File: src/rtl/piece_mover_pkg.sv
`default_nettype none
// +----------------------------------------------------------------------+
// | piece_mover_pkg : playfield geometry, spawn position, mover states   |
// | Rev 1.0                                                             |
// +----------------------------------------------------------------------+
package piece_mover_pkg;

  localparam logic [9:0] CELL_PX    = 10'd16;
  localparam logic [9:0] LEFT_BOUND = 10'd240;
  localparam logic [9:0] GRID_W     = 10'd10;
  localparam logic [9:0] GRID_CELLS = 10'd300;

  localparam logic [9:0] SPAWN_X    = 10'd304;
  localparam logic [9:0] SPAWN_Y    = 10'd16;
  localparam logic [9:0] SPAWN_GRID = 10'd14;

  typedef enum logic [1:0] {
    S_IDLE      = 2'd0,
    S_FALL      = 2'd1,
    S_LOCK_WAIT = 2'd2,
    S_LOCKED    = 2'd3
  } state_t;

endpackage
`default_nettype wire

File: src/rtl/piece_mover_tick_counter.sv
`default_nettype none
// +----------------------------------------------------------------------+
// | tick_counter : free-running counter with clear, enable and a        |
// | terminal-count pulse on the last tick; wraps to 0.   Rev 1.0        |
// +----------------------------------------------------------------------+
module tick_counter #(
  parameter int TICKS = 4
) (
  input  logic clk,
  input  logic rst_n,
  input  logic clear_i,
  input  logic en_i,
  output logic tc_o
);

  localparam int         W    = (TICKS > 1) ? $clog2(TICKS) : 1;
  localparam logic [W-1:0] LAST = W'(TICKS - 1);

  logic [W-1:0] cnt_q, cnt_d;

  assign tc_o = en_i && (cnt_q == LAST);

  always_comb begin
    cnt_d = cnt_q;
    if (clear_i) begin
      cnt_d = '0;
    end else if (en_i) begin
      cnt_d = tc_o ? '0 : cnt_q + 1'b1;
    end
  end

  always_ff @(posedge clk or negedge rst_n) begin
    if (!rst_n) begin
      cnt_q <= '0;
    end else begin
      cnt_q <= cnt_d;
    end
  end

endmodule
`default_nettype wire

File: src/rtl/piece_mover.sv
`default_nettype none
// +----------------------------------------------------------------------+
// | piece_mover : moves the falling piece's reference cell under keys   |
// | and gravity; optional lock delay via macro LOCK_DELAY_EN. Rev 1.0   |
// +----------------------------------------------------------------------+
module piece_mover
  import piece_mover_pkg::*;
#(
  parameter int GRAVITY_TICKS = 25000000,
  parameter int LOCK_TICKS    = 12500000
) (
  input  logic       clk,
  input  logic       rst_n,
  input  logic       spawn,
  input  logic       key_left,
  input  logic       key_right,
  input  logic       key_down,
  input  logic       stop_left,
  input  logic       stop_right,
  input  logic       stop_down,
  output logic [9:0] ref_x,
  output logic [9:0] ref_y,
  output logic [9:0] gridNum,
  output logic       active,
  output logic       lock
);

  state_t     state_q, state_d;
  logic [9:0] x_q, x_d, y_q, y_d, grid_q, grid_d;
  logic       left_q, right_q, down_q;
  logic       pend_q, pend_d;

  logic       in_play, in_fall;
  logic       left_edge, right_edge, down_edge;
  logic       mv_left, mv_right, h_move;
  logic       down_req, down_go, down_block;
  logic       grav_tc;

  assign in_fall = (state_q == S_FALL);
`ifdef LOCK_DELAY_EN
  assign in_play = in_fall || (state_q == S_LOCK_WAIT);
`else
  assign in_play = in_fall;
`endif

  assign left_edge  = key_left  & ~left_q;
  assign right_edge = key_right & ~right_q;
  assign down_edge  = key_down  & ~down_q;

  // Simultaneous left+right edges cancel each other out.
  assign mv_left  = in_play & left_edge  & ~right_edge & ~stop_left;
  assign mv_right = in_play & right_edge & ~left_edge  & ~stop_right;
  assign h_move   = mv_left | mv_right;

  // A down step colliding with a horizontal move is deferred one cycle.
  assign down_req   = in_fall & (down_edge | grav_tc | pend_q);
  assign down_go    = down_req & ~h_move & ~stop_down;
  assign down_block = down_req & ~h_move &  stop_down;
  assign pend_d     = down_req & h_move;

  tick_counter #(
    .TICKS   (GRAVITY_TICKS)
  ) u_gravity (
    .clk     (clk),
    .rst_n   (rst_n),
    .clear_i (~in_fall | down_go),
    .en_i    (in_fall),
    .tc_o    (grav_tc)
  );

`ifdef LOCK_DELAY_EN
  logic lock_tc;

  tick_counter #(
    .TICKS   (LOCK_TICKS)
  ) u_lock (
    .clk     (clk),
    .rst_n   (rst_n),
    .clear_i (state_q != S_LOCK_WAIT),
    .en_i    (state_q == S_LOCK_WAIT),
    .tc_o    (lock_tc)
  );
`else
  logic unused_lock_ticks;
  assign unused_lock_ticks = (LOCK_TICKS > 0);
`endif

  always_ff @(posedge clk or negedge rst_n) begin
    if (!rst_n) begin
      state_q <= S_IDLE;
    end else begin
      state_q <= state_d;
    end
  end

  always_comb begin
    state_d = state_q;
    case (state_q)
      S_IDLE: begin
        if (spawn) state_d = S_FALL;
      end
      S_FALL: begin
`ifdef LOCK_DELAY_EN
        if (down_block) state_d = S_LOCK_WAIT;
`else
        if (down_block) state_d = S_LOCKED;
`endif
      end
`ifdef LOCK_DELAY_EN
      S_LOCK_WAIT: begin
        // A move this cycle changes the cell under test; re-check next cycle.
        if (!h_move) begin
          if (!stop_down)   state_d = S_FALL;
          else if (lock_tc) state_d = S_LOCKED;
        end
      end
`endif
      S_LOCKED: state_d = S_IDLE;
      default:  state_d = S_IDLE;
    endcase
  end

  always_comb begin
    active = 1'b0;
    lock   = 1'b0;
    case (state_q)
      S_FALL:      active = 1'b1;
`ifdef LOCK_DELAY_EN
      S_LOCK_WAIT: active = 1'b1;
`endif
      S_LOCKED:    lock   = 1'b1;
      default:     ;
    endcase
  end

  always_comb begin
    x_d    = x_q;
    y_d    = y_q;
    grid_d = grid_q;
    if ((state_q == S_IDLE) && spawn) begin
      x_d    = SPAWN_X;
      y_d    = SPAWN_Y;
      grid_d = SPAWN_GRID;
    end
    if (mv_left) begin
      x_d    = x_q - CELL_PX;
      grid_d = grid_q - 10'd1;
    end
    if (mv_right) begin
      x_d    = x_q + CELL_PX;
      grid_d = grid_q + 10'd1;
    end
    if (down_go) begin
      y_d    = y_q + CELL_PX;
      grid_d = grid_q + GRID_W;
    end
  end

  always_ff @(posedge clk or negedge rst_n) begin
    if (!rst_n) begin
      x_q     <= SPAWN_X;
      y_q     <= SPAWN_Y;
      grid_q  <= SPAWN_GRID;
      pend_q  <= 1'b0;
      left_q  <= 1'b0;
      right_q <= 1'b0;
      down_q  <= 1'b0;
    end else begin
      x_q     <= x_d;
      y_q     <= y_d;
      grid_q  <= grid_d;
      pend_q  <= pend_d;
      left_q  <= key_left;
      right_q <= key_right;
      down_q  <= key_down;
    end
  end

  assign ref_x   = x_q;
  assign ref_y   = y_q;
  assign gridNum = grid_q;

endmodule
`default_nettype wire

File: config.mk
export PLATFORM = sky130hd
export DESIGN_NAME = piece_mover
export DESIGN_NICKNAME = d
export VERILOG_FILES = /design/src/rtl/piece_mover_pkg.sv /design/src/rtl/piece_mover_tick_counter.sv /design/src/rtl/piece_mover.sv
export SDC_FILE = /design/constraint.sdc
export NUM_CORES = 1
export LEC_CHECK = 0
export BUFFER_PORTS_ARGS = -buffer_cell sky130_fd_sc_hd__buf_4
export CAP_MARGIN = 25
export CORE_AREA = 3 3 85 87
export CTS_CLUSTER_DIAMETER = 100
export DETAILED_ROUTE_END_ITERATION = 6
export DIE_AREA = 0 0 88 90
export GPL_TIMING_DRIVEN = 0
export PLACE_DENSITY_LB_ADDON = 0.08
export SYNTH_ARGS = -nofsm -noshare
export SYNTH_HDL_FRONTEND = slang
export SYNTH_SLANG_ARGS = --single-unit
File: constraint.sdc
create_clock -name clk -period 3.98 [get_ports clk]
set_input_delay 0.796 -clock clk [delete_from_list [all_inputs] [get_ports clk]]
set_output_delay 0.796 -clock clk [all_outputs]
set_load 0.02 [all_outputs]
==> results by group <==
Pwr
  • Internal Power: between 0.001 and 0.0015 W
  • Comb power frac: 0.463
  • Max VDD drop: roughly 0.31 mV
  • PD cells: a little under 600 nW/µm²
  • Sw power: about 0.00095 W
  • Sw Ratio: 0.441
  • Sequential Power Share: 0.392
  • Clk pwr share: 0.146
  • Leakage: approximately 1.6 nW

Drt
  • WL final: approximately 7700 µm
  • DR pass1 iterations: 6
  • Vias per cell: 5.80
  • Via Count: around 2,800
  • DRC: 0
  • Post-route ant nets: 0
  • Iter 0 DRT Violations: about 310
  • WL per Instance: 15.7 µm

Clock tree
  • Post-CTS setup buffer count: 0
  • Clock tree sinks: 53
  • Root buffer cell: clkbuf_8
  • CTS max path bufs: 2
  • H-tree levels: 2
  • PostCTS Resize Cnt: 0
  • Clk slew on worst S/H paths: about 0.10 ns
  • Num CTS Buffers: 5
  • Cts hold-fix bufs: 0
  • CTS tree: yes
  • Clock Latency Late Sink: 0.31 ns

Synth
  • XOR/XNOR Fraction of Synth Area: 0.0652
  • Post-synth EDFFs: 0
  • Top cells by count, synth: nor2_1 (50), dfrtp_1 (46), nand3_1 (29)
  • Yosys top cell area share: 0.357
  • FFs w/ async S/R, synth: 1.00
  • Library cells used by synthesis: slightly above 60
  • Avg Inst Size Synth: just under 9 µm²
  • Top-count cell post-synth: nor2_1
  • Post-Synthesis Cells: roughly 360
  • Combinational family with the most area after synthesis: simple AND/OR/NAND/NOR gates
  • Mapped Area: around 3200 µm²
  • Post-synthesis mux area share: 0.0101
  • Largest cells by area after synthesis: dfrtp_1 (36%), nor2_1 (5.8%), dfstp_2 (5.7%)
  • Synth area leader: dfrtp_1
  • Post-synthesis simple-gate area fraction: 0.268
  • Seq/Total Area, Yosys: 0.414
  • Top_reg_cell synth: dfrtp_1
  • Post-Synth Adder-Cell Area: 0.0350
  • Synth Register Bits: 53
  • Compound-Gate Fraction of Synth Area: 0.154
  • Total number of yosys warnings: 0

Critical path
  • R2R Setup Slk: about 1.4 ns
  • CP Max Fanout: 8
  • Worst endpoint required time: roughly 4.2 ns
  • Crit start category: flip-flop
  • CP Capture Type: flip-flop
  • Reg2Reg Depth: 6
  • Critical path arrival: between 2 and 3 ns
  • Launch point of the critical path: u_gravity.cnt_q[6]
  • Reg2reg start: u_gravity.cnt_q[6]
  • Setup CP Type: reg2reg

Timing
  • RSZ-0062 raised after global routing: no
  • Final worst path period share: 0.656
  • Setup TNS: 0 ns
  • Final WS setup: approximately 1.4 ns
  • Final Slew Violations: 0
  • Tightest Pin Transition: ~0.69 ns
  • Final critical-path required period: about 2.6 ns
  • Number of setup violations in the final report: 0
  • Fin. Hold Viols: 0
  • Max Fclk: about 0.38 GHz
  • Setup Skew: about 0.006 ns
  • Max-Slew Margin vs Limit: 0.536

Run status
  • Status: finished clean

Global route
  • Total GRT Usage: 0.201
  • Total grt overflow: 0
  • Antenna violations before repair: 0
  • Vias in the first global route: ~2,600
  • Pin count of the biggest net entering global routing: 54
  • First-pass GRT wire length: between 10,000 and 15,000 µm

Flow run
  • Max Cap Viol: 0

Layout
  • Layout Cells excl Fill: around 490
  • Area grow syn2layout: 14.1%
  • Diode count: 0
  • Share of layout cells above drive strength 1: 0.167
  • Post-route core utilization: 0.572
  • Final net count: 429
  • Fin area: 3680 µm²

Die
  • Initial Util: 0.502
  • FP Rows: 29
  • Io pins: roughly 40
  • Die area: approximately 7900 µm²
  • Die span in x: between 80 and 90 µm
  • Die Y: roughly 90 µm
  • Core Area: between 6000 and 7000 µm²

Place
  • Placed cell areas: between 3000 and 4000 µm²
  • Placed insts: 480
  • IO buf count: 32
  • Detailed placer's ending HPWL: 5520 µm
  • Dpl ws: ~1.1 ns
  • RePlAce Congestion: approximately 0.92

Min path
  • Worst Min Path Start: ref_x[9]
  • HP Class: reg2reg
  • Hold depth: 1
layout by cell type, fill, tap and decap left out, drive strengths merged, types with 3 or more instances in the layout:
| master | synthesis | layout |
|---|---|---|
| xnor2 | 11 | 11 |
| o21ai | 15 | 15 |
| conb | 1 | 8 |
| nor3 | 17 | 17 |
| dfrtp | 46 | 46 |
| nor2 | 50 | 50 |
| ha | 9 | 9 |
| clkbuf | 11 | 17 |
| nand4 | 8 | 8 |
| and2 | 8 | 8 |
| and3 | 10 | 10 |
| nor4 | 3 | 3 |
| xor2 | 13 | 13 |
| a21oi | 17 | 17 |
| a221o | 4 | 4 |
| o31ai | 5 | 5 |
| inv | 10 | 11 |
| and4 | 4 | 4 |
| o22ai | 4 | 4 |
| nand2 | 26 | 26 |
| nand3 | 29 | 29 |
| o221ai | 3 | 3 |
| buf | 12 | 45 |
| nand2b | 5 | 5 |
| dfstp | 7 | 7 |
flip-flops by register name, indices dropped and copies added, names as in the netlist:
register         flops
pend_q               1
left_q               1
down_q               1
ref_y                6
ref_x                6
gridNum             10
right_q              1
u_gravity.cnt_q     25
state_q              2
final timing paths:
kind / end
max: gridNum[8]
min: ref_x[9]
max reg2reg: gridNum[8]
min reg2reg: ref_x[9]
max in group asynchronous: u_gravity.cnt_q[16]
min in group asynchronous: ref_y[9]
critical path, cell delays in order (launching register included):
cell	delay, ns
dfrtp_1	0.41
or4_1	0.52
or4_4	0.45
o31ai_4	0.43
nand2_2	0.25
o21ba_1	0.24
o211a_1	0.20
area by class of cell:
| cell class | instances | area [µm²] |
|---|---|---|
| fill | 619 | 2750 |
| multi-input combinational | 285 | 1750 |
| sequential | 53 | 1340 |
| timing repair buffer | 33 | 245 |
| buffer | 23 | 130 |
| tap | 77 | 96.3 |
| clock buffer | 6 | 72.6 |
| inverter | 10 | 37.5 |
| clock inverter | 2 | 13.8 |
layer usage:
layer | global-route usage | vias to the layer above | routed length, µm
met4 | 0.0499 | 0 | 109
li1 | - | 1390 | -
met2 | 0.269 | 126 | 3210
met3 | 0.0402 | 19 | 583
met5 | 0 | - | 0
met1 | 0.324 | 1302 | 3760
power by group through the flow:
stage | registers [W] | clock network, W | logic (W)
floorplan | 0.000923 | 0 | 0.000562
global placement | 0.000843 | 0 | 0.000967
detailed placement | 0.000849 | 0 | 0.000978
CTS | 0.000839 | 0.000319 | 0.000983
global route | 0.000865 | 0.000340 | 0.00110
finish | 0.000839 | 0.000312 | 0.000992
per-stage QoR:
stage,hold WS [ns],power (W)
detailed placement,0.462,0.00183
floorplan,0.455,0.00148
global route,0.503,0.00230
global placement,0.456,0.00181
finish,0.472,0.00214
CTS,0.474,0.00214
logic make-up (layout without fill, tap and decap cells):
kind of cell,Yosys count,in the layout
XOR/XNOR,24,24
flip-flops,53,53
multiplexers,2,2
AND/OR/NAND/NOR,172,172
AO/OA/AOI/OAI,70,70
buffers and inverters,33,74
adder cells (fa/ha/maj),9,9
other,1,8
Note: power is estimated with default switching activity, not from simulation.
